<file path="config.mk">
export PLATFORM = sky130hd
export DESIGN_NAME = rvsteel_bus_arbiter
export DESIGN_NICKNAME = d
export VERILOG_FILES = /design/src/rtl/rvsteel_bus_arbiter.sv
export SDC_FILE = /design/constraint.sdc
export NUM_CORES = 1
export LEC_CHECK = 0
export CORE_AREA = 2 2 122 124
export DETAILED_ROUTE_END_ITERATION = 7
export DIE_AREA = 0 0 124 126
export PLACE_DENSITY = 0.56
export SLEW_MARGIN = 20
export SYNTH_ARGS = -nofsm -noshare
export SYNTH_HDL_FRONTEND = slang
export SYNTH_SLANG_ARGS = --single-unit
</file>
<file path="constraint.sdc">
create_clock -name clock -period 3.3 [get_ports clock]
set_input_delay 0.66 -clock clock [delete_from_list [all_inputs] [get_ports clock]]
set_output_delay 0.66 -clock clock [all_outputs]
set_load 0.02 [all_outputs]
</file>
<file path="src/rtl/rvsteel_bus_arbiter.sv">
// rvsteel_bus_arbiter: round-robin sharing of the single system-bus manager port.
// Optional WAIT timeout (and its TIMEOUT_CYCLES parameter) exists only when
// RVSTEEL_BUS_ARBITER_TIMEOUT_EN is defined.
//
// state | meaning
// IDLE  | no owner, every output parked at zero
// ISSUE | owner's request on the bus, bus response still stale and ignored
// WAIT  | owner's request on the bus, completes on the matching response

module rvsteel_bus_arbiter #(
   parameter int NUM_MANAGERS = 2
`ifdef RVSTEEL_BUS_ARBITER_TIMEOUT_EN
   ,
   parameter int TIMEOUT_CYCLES = 255
`endif
) (
   input  logic                         clock,
   input  logic                         reset,
   input  logic [NUM_MANAGERS*32-1:0]   mgr_rw_address,
   output logic [NUM_MANAGERS*32-1:0]   mgr_read_data,
   input  logic [NUM_MANAGERS-1:0]      mgr_read_request,
   output logic [NUM_MANAGERS-1:0]      mgr_read_response,
   input  logic [NUM_MANAGERS*32-1:0]   mgr_write_data,
   input  logic [NUM_MANAGERS*4-1:0]    mgr_write_strobe,
   input  logic [NUM_MANAGERS-1:0]      mgr_write_request,
   output logic [NUM_MANAGERS-1:0]      mgr_write_response,
   output logic [31:0]                  bus_rw_address,
   input  logic [31:0]                  bus_read_data,
   output logic                         bus_read_request,
   input  logic                         bus_read_response,
   output logic [31:0]                  bus_write_data,
   output logic [3:0]                   bus_write_strobe,
   output logic                         bus_write_request,
   input  logic                         bus_write_response,
   output logic [NUM_MANAGERS-1:0]      grant
`ifdef RVSTEEL_BUS_ARBITER_TIMEOUT_EN
   ,
   output logic                         bus_timeout
`endif
);

   localparam int IDX_W = (NUM_MANAGERS > 1) ? $clog2(NUM_MANAGERS) : 1;

   typedef enum logic [1:0] {
      ST_IDLE,
      ST_ISSUE,
      ST_WAIT
   } state_t;

   state_t              state, state_next;
   logic [IDX_W-1:0]    owner, owner_next, owner_inc;
   logic [IDX_W-1:0]    rr_ptr, rr_next;
   logic [NUM_MANAGERS-1:0] req, req_others, owner_oh;
   logic [IDX_W:0]      pick_all, pick_oth;
   logic [31:0]         own_addr, own_wdata;
   logic [3:0]          own_strb;
   logic                own_rd, own_wr;
   logic                in_wait, busy;
   logic                done_rd, done_wr, tmo, done;

   // Returns {found, index} of the first candidate at or after start, wrapping.
   function automatic logic [IDX_W:0] rr_pick(input logic [IDX_W-1:0] start,
                                              input logic [NUM_MANAGERS-1:0] cand);
      logic [IDX_W:0]          res;
      logic [NUM_MANAGERS-1:0] sh;
      int                      idx;
      res = '0;
      for (int i = NUM_MANAGERS - 1; i >= 0; i--) begin
         idx = (int'(start) + i) % NUM_MANAGERS;
         sh  = cand >> idx;
         if (sh[0]) res = {1'b1, IDX_W'(idx)};
      end
      return res;
   endfunction

   assign req        = mgr_read_request | mgr_write_request;
   assign owner_oh   = NUM_MANAGERS'(1) << owner;
   assign req_others = req & ~owner_oh;
   assign owner_inc  = (owner == IDX_W'(NUM_MANAGERS - 1)) ? '0 : owner + IDX_W'(1);
   assign pick_all   = rr_pick(rr_ptr, req);
   assign pick_oth   = rr_pick(owner_inc, req_others);

   always_comb begin
      own_addr  = '0;
      own_wdata = '0;
      own_strb  = '0;
      own_rd    = 1'b0;
      own_wr    = 1'b0;
      for (int i = 0; i < NUM_MANAGERS; i++) begin
         if (owner == IDX_W'(i)) begin
            own_addr  = mgr_rw_address[i*32 +: 32];
            own_wdata = mgr_write_data[i*32 +: 32];
            own_strb  = mgr_write_strobe[i*4 +: 4];
            own_rd    = mgr_read_request[i];
            own_wr    = mgr_write_request[i];
         end
      end
   end

   assign in_wait = (state == ST_WAIT);
   assign busy    = !reset && (state != ST_IDLE);
   assign done_rd = in_wait && own_rd && bus_read_response;
   assign done_wr = in_wait && own_wr && bus_write_response;
   assign done    = done_rd || done_wr || tmo;

`ifdef RVSTEEL_BUS_ARBITER_TIMEOUT_EN
   logic [31:0] tmo_cnt;

   // Down-counter loaded while in ISSUE so it is fresh on the first WAIT cycle.
   always_ff @(posedge clock) begin
      if (reset) begin
         tmo_cnt <= '0;
      end else if (state == ST_ISSUE) begin
         tmo_cnt <= 32'(TIMEOUT_CYCLES);
      end else if (in_wait && !done && (tmo_cnt != '0)) begin
         tmo_cnt <= tmo_cnt - 32'd1;
      end
   end

   assign tmo         = in_wait && (tmo_cnt == '0) && !done_rd && !done_wr;
   assign bus_timeout = busy && tmo;
`else
   assign tmo = 1'b0;
`endif

   always_ff @(posedge clock) begin
      if (reset) begin
         state  <= ST_IDLE;
         owner  <= '0;
         rr_ptr <= '0;
      end else begin
         state  <= state_next;
         owner  <= owner_next;
         rr_ptr <= rr_next;
      end
   end

   always_comb begin
      state_next = state;
      owner_next = owner;
      rr_next    = rr_ptr;
      case (state)
         ST_IDLE: begin
            if (pick_all[IDX_W]) begin
               owner_next = pick_all[IDX_W-1:0];
               state_next = ST_ISSUE;
            end
         end
         ST_ISSUE: begin
            state_next = ST_WAIT;
         end
         ST_WAIT: begin
            if (done) begin
               rr_next = owner_inc;
               if (pick_oth[IDX_W]) begin
                  owner_next = pick_oth[IDX_W-1:0];
                  state_next = ST_ISSUE;
               end else begin
                  state_next = ST_IDLE;
               end
            end
         end
         default: begin
            state_next = ST_IDLE;
         end
      endcase
   end

   // Gating on reset keeps every output quiet for the whole reset window.
   always_comb begin
      grant              = '0;
      bus_rw_address     = '0;
      bus_write_data     = '0;
      bus_write_strobe   = '0;
      bus_read_request   = 1'b0;
      bus_write_request  = 1'b0;
      mgr_read_response  = '0;
      mgr_write_response = '0;
      mgr_read_data      = '0;
      if (busy) begin
         grant             = owner_oh;
         bus_rw_address    = own_addr;
         bus_write_data    = own_wdata;
         bus_write_strobe  = own_strb;
         bus_read_request  = own_rd && !tmo;
         bus_write_request = own_wr && !tmo;
         if (done_rd || (tmo && own_rd)) mgr_read_response  = owner_oh;
         if (done_wr || (tmo && own_wr)) mgr_write_response = owner_oh;
         for (int i = 0; i < NUM_MANAGERS; i++) begin
            if (done_rd && (owner == IDX_W'(i))) mgr_read_data[i*32 +: 32] = bus_read_data;
         end
      end
   end

endmodule

</file>
==> Yosys cells after proc, flatten, opt, wreduce, memory -nomap -nowiden <==
Cells that the tools add are included.
Widths: inputs -> output; s select.
{ "totals": {"reg_bits": 4, "in_bits": 176, "elab_cells": 68} }
{ "classes": {"n_addsub": 3, "eq_ne": 5, "shifts": 5, "n_mux": 31, "bitwise": 6, "reduce_logical": 15} }
{ "op_table": {"columns": ["op", "count"], "rows": [
  ["$mux 32", 6],
  ["$mux 64", 1],
  ["$shr 2x32->1", 2],
  ["$mux 2", 11],
  ["$mux 1", 9],
  ["$mux 4", 2],
  ["$logic_and 1x1->1", 7],
  ["$pmux 2 s3", 1],
  ["$ne 2x2->1 const B", 2],
  ["$reduce_and 2->1", 2],
  ["$reduce_and 4->1", 1],
  ["$reduce_bool 2->1", 2],
  ["$shr 2x1->1", 2],
  ["$add 1x1->1 const B", 3],
  ["$and 1x1->1 const A", 2],
  ["$and 2x2->2", 1],
  ["$eq 2x1->1 const B", 1],
  ["$eq 2x2->1 const B", 1],
  ["$logic_not 2->1", 1],
  ["$ne 2x1->1 const B", 1],
  ["$not 2->2", 1],
  ["$or 2x2->2", 1],
  ["$pmux 1 s2", 1],
  ["$shl 1x1->2 const A", 1],
  ["3 further kinds", 3]
]} }

==> Depth between registers and ports, before layout <==
{ "depth": {"ltp_word": 10, "mapped_depth": 6, "ltp_nobuf": 4} }

==> Worst setup path after synthesis <==
No wires, ideal clock.
{ "synth_timing": {"kind": "input port to output port", "startpoint": "input port reset", "endpoint": "output port mgr_write_response[0]", "arrival_time_ns": 1.681, "setup_slack_ns": 0.959, "stages": 4, "cell_sequence": "o21bai_1 > clkbuf_1 > clkbuf_1 > nor3_1"} }
{ "synth_between": {"elab_chain_cells": 3} }
{ "synth_rtl": {"columns": ["element", "line", "text"], "rows": [
  ["from (decl)", "18", "input logic reset,"],
  ["$logic_not 1->1", "101", "assign busy = !reset && (state != ST_IDLE);"],
  ["$logic_and 1x1->1", "101", null],
  ["$mux 2", "180", "if (busy) begin"],
  ["to (decl)", "26", "output logic [NUM_MANAGERS-1:0] mgr_write_response,"]
]} }
No other way between the ends.

==> Worst setup path after layout <==
{ "layout_timing": {"startpoint": "input port mgr_read_request[0]", "endpoint": "output port mgr_read_data[61]"} }
{ "layout_between": {"elab_chain_cells": 6} }
{ "layout_rtl": {"columns": ["element", "line", "text"], "rows": [
  ["from (decl)", "21", "input logic [NUM_MANAGERS-1:0] mgr_read_request,"],
  ["$mux 1", "90", "if (owner == IDX_W'(i)) begin"],
  ["$logic_and 1x1->1 (2 in series)", "102", "assign done_rd = in_wait && own_rd && bus_read_response;"],
  ["$logic_and 1x1->1", "190", "if (done_rd && (owner == IDX_W'(i))) mgr_read_data[i*32 +: 32] = bus_read_data;"],
  ["$mux 32", "190", null],
  ["$mux 64", "180", null],
  ["to (decl)", "20", "output logic [NUM_MANAGERS*32-1:0] mgr_read_data,"]
]} }
No other way between the ends.

==> results.sh <==
export IMPL_run_status="completed"
export IMPL_layout_nets=752
export IMPL_grt_max_degree=63
export IMPL_drive_above_1_share=0.0417
export IMPL_power_mw=1.03
export IMPL_slew_limit_headroom=0.694
export IMPL_synth_seq_cells=4
export IMPL_setup_viol=0
export IMPL_synth_nets=444
export IMPL_synthTopCellsByArea="mux2i_1 38%, and2_1 23%, nor2_1 16%, dfxtp_1 4.5%, buf_2 2.5%"
export IMPL_grt_usage=0.128
export IMPL_post_cts_buffers=0
export IMPL_nFillCells=1448
export IMPL_drv_cap=0
export IMPL_grt_ovfl_total=0
export IMPL_hold_path_startpoint="rr_ptr"
export IMPL_ir_drop_mv=0.137
export IMPL_critical_path_endpoint_type="output port"
export IMPL_via_per_inst=4.00
export IMPL_min_path_cells=2
export IMPL_finalWorstSetupSlack_ps=45.9
export IMPL_clock_latency_ps=220
export IMPL_yosysWarnings=0
export IMPL_htreeDepth=1
export IMPL_yosysUniqueCellTypes=29
export IMPL_fin_crit_ps=3250
export IMPL_post_route_period_util=0.986
export IMPL_r2r_start="owner"
export IMPL_antenna_found_initial=0
export IMPL_r2r_end="owner"
export IMPL_numCtsBuffers=3
export IMPL_root_buffer="clkbuf_16"
export IMPL_drt_iter0_drc=52
export IMPL_yosysTopAreaCell="mux2i_1"
export IMPL_regArea_um2=83.8
export IMPL_vias=3033
export IMPL_ff2ff_path_depth=5
export IMPL_wl_um=11300
export IMPL_fmax_ghz=0.307
export IMPL_startpoint="mgr_read_request[0]"
export IMPL_cts_tree="done"
export IMPL_postSynthAreaPerCell_um2=6.63
export IMPL_synth_top_area_frac=0.383
export IMPL_fin_skew_ps=1.02
export IMPL_powerDensity_nw_per_um2=190
export IMPL_setup_tns_ps=0
export IMPL_place_hpwl_um=9460
export IMPL_die_area_um2=15600
export IMPL_min_to="rr_ptr"
export IMPL_leakage_nw=2.89
export IMPL_finalMaxSlewViolations=0
export IMPL_r2r_slack_ps=1420
export IMPL_diodes=0
export IMPL_seq_area_frac_synth=0.0450
export IMPL_routabilityCongestion=0.845
export IMPL_hold_viol_final=0
export IMPL_firstDrtPassIters=4
export IMPL_crit_fanout=32
export IMPL_avgRoutedWirePerCell_um=14.9
export IMPL_io_pins=316
export IMPL_antenna_left=0
export IMPL_finish_instance_area_um2=5400
export IMPL_initial_utilization=0.124
export IMPL_multi_input_area_um2=1600
export IMPL_clk_path_buf_depth=2
export IMPL_critPathKind="in -> out"
export IMPL_hp_class="reg -> reg"
export IMPL_row_count=44
export IMPL_io_buffer_count=315
export IMPL_start_kind="primary input"
export IMPL_crit_arrival_ps=2590
export IMPL_grt_pass1_vias=3002
export IMPL_placed_area_um2=5200
export IMPL_syn_to_final_growth_pct=203
export IMPL_rsz0062_at_grt="true"
export IMPL_clkTransAtPathRegs_ps=30
export IMPL_die_w_um=124
export IMPL_clock_sinks=4
export IMPL_grt_pass1_wl_um=15700
export IMPL_syn_instance_count=268
export IMPL_tightestPinTransition_ps=459
export IMPL_core_um2=14300
export IMPL_drcViolationCount=0
export IMPL_worstPathRequired_ps=2640
export IMPL_die_h_um=126
export IMPL_place_ws_ps=-41.0
export IMPL_postLayoutCoreUtil=0.377
export IMPL_syn_cell_area_um2=1780
## logic make-up after synthesis
kind of cell	after synthesis	share of synthesized area
simple gates	154	0.431
mux	70	0.398
flops	4	0.0450
compound gates	14	0.0598
buf+inv	26	0.0669
## synth_stat cells
cell,instances
a211oi_1,1
o21ba_2,1
nand3_1,1
o2bb2ai_1,1
dfxtp_1,4
a21oi_1,2
nor2_1,78
clkbuf_1,12
nor3_2,1
buf_2,9
mux2_4,1
o21bai_1,1
a21o_1,1
nor3_1,3
o21ai_0,3
clkbuf_2,2
a32o_1,1
and3b_1,1
o221ai_1,1
and2b_1,1
nand2_1,2
and2_1,66
inv_1,2
buf_6,1
a31oi_1,1
a311oi_2,1
mux2i_1,68
mux2_2,1
nor2b_1,1
## worst max path at each step
stage                                        to  slack, ps  cells past startpoint
after floorplan           mgr_write_response[0]        960                      4
after detailed placement      mgr_read_data[60]        -40                      7
after CTS                     mgr_read_data[62]         10                      7
final                         mgr_read_data[61]         50                      7
after global placement        mgr_read_data[60]        -20                      7
after global routing          mgr_read_data[61]        -60                      7
## worst max-delay path: stages
cell             delay [ps]
clkdlybuf4s50_1         480
mux2_4                  150
nand3_1                 170
nor2_4                  180
buf_12                  170
and2_1                  140
clkdlybuf4s50_1         620
## cell type report
cell class,instances,area share
inverters,2,0.00139
well taps,184,0.0427
clock buffers,4,0.0146
flip-flops and latches,4,0.0155
multi-input cells,238,0.296
repair buffers,327,0.630
## power by group
| part | switching [mW] | internal [mW] |
|---|---|---|
| Clock | 0.0343 | 0.160 |
| Combinational | 0.329 | 0.436 |
| Sequential | 0.0121 | 0.0551 |
| Total | 0.375 | 0.651 |
## layer usage
metal  global-route usage  part of all wire  vias to the layer above
li1                     -                 -                     1501
met1                0.125              0.34                     1334
met2                0.262              0.53                      192
met3               0.0403              0.13                        6
met4               0.0165            0.0060                        0
met5                    0                 0                        -
## through the flow
stage | std cells | hold slack, ps
after floorplan | 268 | 470
after global placement | 755 | 489
after detailed placement | 755 | 499
after CTS | 759 | 514
after global routing | 759 | 539
final | 759 | 517
## registers in the layout (all words and copies together) (netlist names)
signal,cells
state,2
rr_ptr,1
owner,1
## cell usage in the layout, fill, tap and decap left out, types with 2 or more instances in the layout
cell,Yosys,layout
o21ai_0,3,3
buf_4,0,9
dlymetal6s2s_1,0,49
mux2i_1,68,68
dlygate4sd2_1,0,13
dfxtp_1,4,3
nand2_1,2,2
buf_12,0,4
clkbuf_16,0,3
clkdlybuf4s50_1,0,252
nor3_1,3,3
and2_1,66,66
a21oi_1,2,2
inv_1,2,2
nor2_1,78,77
## timing repair
item,in CTS,in global routing
hold buffers,0,0
setup endpoints to repair,17,50
pin swaps,1,0
gates resized for setup,14,50
gates cloned,0,0
No activity file was read; power rests on OpenSTA's default activity.
==> variant 1: new RTL, same flow settings <==
Re-encode `state_t` (3 states) as one-hot, 3 bits wide.
--- a/src/rtl/rvsteel_bus_arbiter.sv
+++ b/src/rtl/rvsteel_bus_arbiter.sv
@@ -41,10 +41,10 @@
 
    localparam int IDX_W = (NUM_MANAGERS > 1) ? $clog2(NUM_MANAGERS) : 1;
 
-   typedef enum logic [1:0] {
-      ST_IDLE,
-      ST_ISSUE,
-      ST_WAIT
+   typedef enum logic [2:0] {
+      ST_IDLE  = 3'b001,
+      ST_ISSUE = 3'b010,
+      ST_WAIT  = 3'b100
    } state_t;
 
    state_t              state, state_next;
Check against the original RTL: no difference found for any inputs over 10 cycles, from zero or initial values and one cycle with reset high; not proved beyond that.
==> variant 1 against the unedited design <==
- combinational power rose by 29%
- area after synthesis fell by 16%
- highest routed layer unchanged
- critical path depth fell by 1
- largest cell class unchanged
- clock power rose by 6%
- setup slack improved by 0.13 ns
- cell count fell by 8.0%
- power rose by 25%
- critical path type unchanged
- sequential cell count rose by 1
- clock skew rose by 0.0027 ns
- maximum frequency rose by 4.1%
- routed wire length rose by 2.5%
- cell area fell by 0.81%
==> variant 1: results (changes against the unedited design) <==
routed wire length=11.6 mm (+2.5%); vias=2965 (-2.2%); Tightest Hold Check Type=reg2reg; clk_lat worst skew=between 0.2 and 0.25 ns; slowest stage delay, CP=slightly above 0.6 ns; clock-pin slew on the worst setup and hold paths=around 0.040 ns; slowest CP cell=clkdlybuf4s50_1; LEAKAGE=4.05 nW (+40%); dpl cell area=4950 sq um (-4.9%); Root Driver=clkbuf_16; Synth area leaders=a22o_1, and2_1, dfxtp_1, clkbuf_1, nor3b_4; number of fill cells=1455 (+0.48%); final setup vio count=0 (unchanged); Detailed Route Iter0 Violations=165 (+220%); ratio of cells with drive above 1 in the final layout=5.06% (+0.88 points); Slew HR=70.3% (+0.89 points); CTS H-Tree Depth=1 (unchanged); vias in the first global route=2826 (-5.9%); synth cell count leaders=a22o_1, and2_1, clkbuf_1; Total GRT Usage=12.4% (-0.44 points); largest net degree at the start of global routing=71 (+13%); R2R Path Start=owner$_SDFFE_PP0P_; Port Buffers=315 (unchanged); first-pass GRT wire length=15.2 mm (-2.7%); Largest regs=state x3, owner x1, rr_ptr x1; CTS buffer count=3 (unchanged); async set-or-reset flop fraction in the synthesized netlist=0% (unchanged); DP HPWL=9.21 mm (-2.6%); Worst VDD drop=0.121 mV (-11%); Unique masters post-synth=35 (+21%); sequential area share after synthesis=6.67% (+2.2 points); RePlAce Congestion=0.826 (-2.3%); area of the multi-input gates=1310 sq um (-18%); Top Family by Delay on Critical Path=buffers and inverters; ANT cells=0 (unchanged); outcome=completed; Most used DFF post-synth=dfxtp_1; Congestion Overflow GR=0 (unchanged); synthesized net count=380 (-14%); synth warn=0 (unchanged); post-route antenna net violation count=0 (unchanged); Initial DRT Pass Iterations=4 (unchanged); CP max FO=33 (+3.1%); # nets final=691 (-8.1%); WP data arrival=2.47 ns (-0.12 ns); Clock Skew=0.00372 ns (+0.00270 ns); Worst Setup SP=mgr_read_request[0]
[variant 1: changes by cell type in the layout (fill, tap and decap cells not counted), sizes merged, moves of 3 or more]
cell | before | now
nor2 | 78 | 8
a22o | 0 | 68
dlygate4sd2 | 13 | 10
clkdlybuf4s50 | 252 | 183
mux2i | 68 | 1
nor3b | 0 | 3
dlymetal6s2s | 49 | 121
[variant 1: timing repair]
item / in CTS / in global routing
pin swaps: 0 / 1
setup buffers: 0 / 1
setup endpoints to repair: 61 / 122
cloned: 0 / 1
hold buffers: 0 / 0
resized for setup: 11 / 125
[variant 1: path summary, 6_finish.rpt]
kind	end	slack [ns]	cells past startpoint
worst max-delay path	mgr_read_response[0]	0.17	6
worst min-delay path	rr_ptr$_SDFFE_PP0P_	0.55	2
worst max register to register	state[2]$_SDFFE_PP0P_	1.55	5
worst min register to register	rr_ptr$_SDFFE_PP0P_	0.55	2
[variant 1: cell type report]
class,count,share of cell area (%)
flip-flops and latches,5,1.87
inverters,2,0.187
clock buffers,4,1.47
well taps,184,4.30
multi-input cells,175,24.5
repair buffers,328,67.7
[variant 1: worst register-to-register path, stage by stage, from the launching register on]
cell and delay (ns):
dfxtp_1 0.51, mux2_2 0.39, buf_4 0.15, a2bb2oi_1 0.26, nand3b_1 0.11, a211oi_1 0.24
[variant 1: cells by family (layout without fill, tap and decap cells)]
group / count (synthesis) / after routing / synth area share (%)
AOI/OAI and AO/OA: 83 / 83 / 46.8
xor gates and xnor gates: 1 / 1 / 0.583
buffers and inverters: 24 / 334 / 7.00
DFF: 5 / 5 / 6.67
muxes: 2 / 2 / 1.42
and+or+nand+nor: 89 / 89 / 37.6
[variant 1: per-layer routing]
metal | up-vias | GRT usage [%] | routed length [microns]
met5 | - | 0 | 0
met3 | 13 | 3.94 | 1530
li1 | 1392 | - | -
met2 | 215 | 23.8 | 6040
met4 | 0 | 1.78 | 114
met1 | 1345 | 13.2 | 3930
[variant 1: power by group]
group | internal (W) | switching, W | total [W]
Sequential | 0.0000709 | 0.0000197 | 0.0000907
Combinational | 0.000538 | 0.000451 | 0.000989
Clock | 0.000161 | 0.0000453 | 0.000206
Total | 0.000770 | 0.000516 | 0.00129
[variant 1: metrics by stage]
step | cells | worst slack (ns)
2_1_floorplan | 204 | 0.685
3_3_place_gp | 692 | -0.0306
3_5_place_dp | 692 | -0.0422
4_1_cts | 696 | 0.00248
5_1_grt | 698 | 0.0486
6_report | 698 | 0.173
==> variant 2: new RTL, same flow settings <==
Without the edit above. The option `RVSTEEL_BUS_ARBITER_TIMEOUT_EN` is turned on by a define.
--- a/src/rtl/rvsteel_bus_arbiter.sv
+++ b/src/rtl/rvsteel_bus_arbiter.sv
@@ -6,6 +6,8 @@
 // IDLE  | no owner, every output parked at zero
 // ISSUE | owner's request on the bus, bus response still stale and ignored
 // WAIT  | owner's request on the bus, completes on the matching response
+
+`define RVSTEEL_BUS_ARBITER_TIMEOUT_EN
 
 module rvsteel_bus_arbiter #(
    parameter int NUM_MANAGERS = 2
Check against the original RTL (old outputs only; new: bus_timeout): same outputs for any inputs over 4 cycles, from zero or initial values and one cycle with reset high; that may be too few to reach the edited logic, so the function may still have changed.
==> variant 2 against the unedited design <==
- sequential cell count increased by 32
- cell area rose by 36%
- power rose by 100%
- synthesized cell count rose by 90%
- area after synthesis up 95%
- setup slack gained 0.049 ns
- combinational power rose by 44%
- via count up 68%
- highest routed layer is now met5
- non-clock buffer count increased by 33
- routed wire length is 81% higher
- first-iteration DRC count grew to 5.3 times the old value
- count of clock-buffer cells in the layout up 4
- critical endpoint is now bus_write_data[15]
- register-to-register slack lost 0.69 ns
==> variant 2: results (changes against the unedited design) <==
outcome=completed; vias in the first global route=4983 (+66%); ratio of cells with drive above 1 in the final layout=9.26% (+5.1 points); Clock Skew=0.00548 ns (+0.00446 ns); RePlAce Congestion=0.891 (+5.4%); clock-pin slew on the worst setup and hold paths=0.05 ns (+0.02 ns); pre-CTS setup slack=-0.584 ns (-0.543 ns); Non-clock inverters=4 (+2); Post-Synth XOR/XNOR Area=0.253% (+0.25 points); DP HPWL=17.0 mm (+80%); Non-clock buffers=360 (+10%); first-pass GRT wire length=29.0 mm (+85%); pwr dens=285 nW/um^2 (+50%); post-CTS resize count=29 (+15); Total GRT Usage=24.9% (+12 points); worst slew pin tran=0.605 ns (+0.146 ns); mux contribution to synthesized area=21.7% (-18 points); Largest regs=tmo_cnt x32, state x2; WP data arrival=2.55 ns (-0.04 ns); Synth area leaders=mux2i_1, dfxtp_1, nor2_1, nand2_1, a21oi_1; clk_lat worst skew=0.28 ns (+0.06 ns); vias=5099 (+68%); complex-gate fraction of the synthesized area=13.7% (+7.7 points); sequential area share after synthesis=20.8% (+16 points); #FFs+latches synth=36 (+32); CP max FO=30 (-6.3%); area of the multi-input gates=2660 sq um (+67%); dpl cell area=7090 sq um (+36%); CTS buffer count=5 (+2)
variant 2: changes by cell type after synthesis, moves of 7 or more:
| cell | change |
|---|---|
| nor3_1 | +10 |
| clkbuf_1 | +17 |
| nor4_1 | +14 |
| or3_1 | +13 |
| buf_2 | -8 |
| nand3_1 | +7 |
| nand2_1 | +43 |
| or4_1 | +14 |
| o31ai_1 | +14 |
| dfxtp_1 | +32 |
| a21oi_1 | +22 |
| and2_1 | -63 |
| nor2_1 | +71 |
variant 2: worst min-delay path, cell delays in order (launching register included):
cell,delay [ns]
dfxtp_1,0.33
nand2_1,0.06
mux2i_1,0.06
variant 2: power breakdown:
group / internal [W] / switching [W]
logic: 0.000536 / 0.000563
clock network: 0.000321 / 0.000177
registers: 0.000459 / 0.0000309
total: 0.00132 / 0.000771
variant 2: logic make-up after synthesis:
kind of cell               after synthesis
buffers and inverters                   40
muxes                                   75
and+or+nand+nor                        285
xor gates and xnor gates                 1
DFF                                     36
adders and majority gates                2
AOI/OAI and AO/OA                       71
variant 2: final timing paths:
check	start	to	cells past startpoint
setup / recovery	reset	bus_write_data[15]	6
hold / removal	tmo_cnt[26]$_SDFFE_PP0P_	tmo_cnt[26]$_SDFFE_PP0P_	2
setup reg to reg	tmo_cnt[2]$_SDFFE_PP0P_	owner$_SDFFE_PP0P_	5
hold reg to reg	tmo_cnt[26]$_SDFFE_PP0P_	tmo_cnt[26]$_SDFFE_PP0P_	2
variant 2: routing by layer:
| metal | track usage, % | part of all wire [%] | vias up |
|---|---|---|---|
| met5 | 0 | 0.25 | - |
| met4 | 4.56 | 1.4 | 8 |
| met3 | 7.70 | 9.7 | 22 |
| met2 | 44.5 | 50 | 264 |
| met1 | 29.1 | 39 | 2312 |
| li1 | - | - | 2493 |
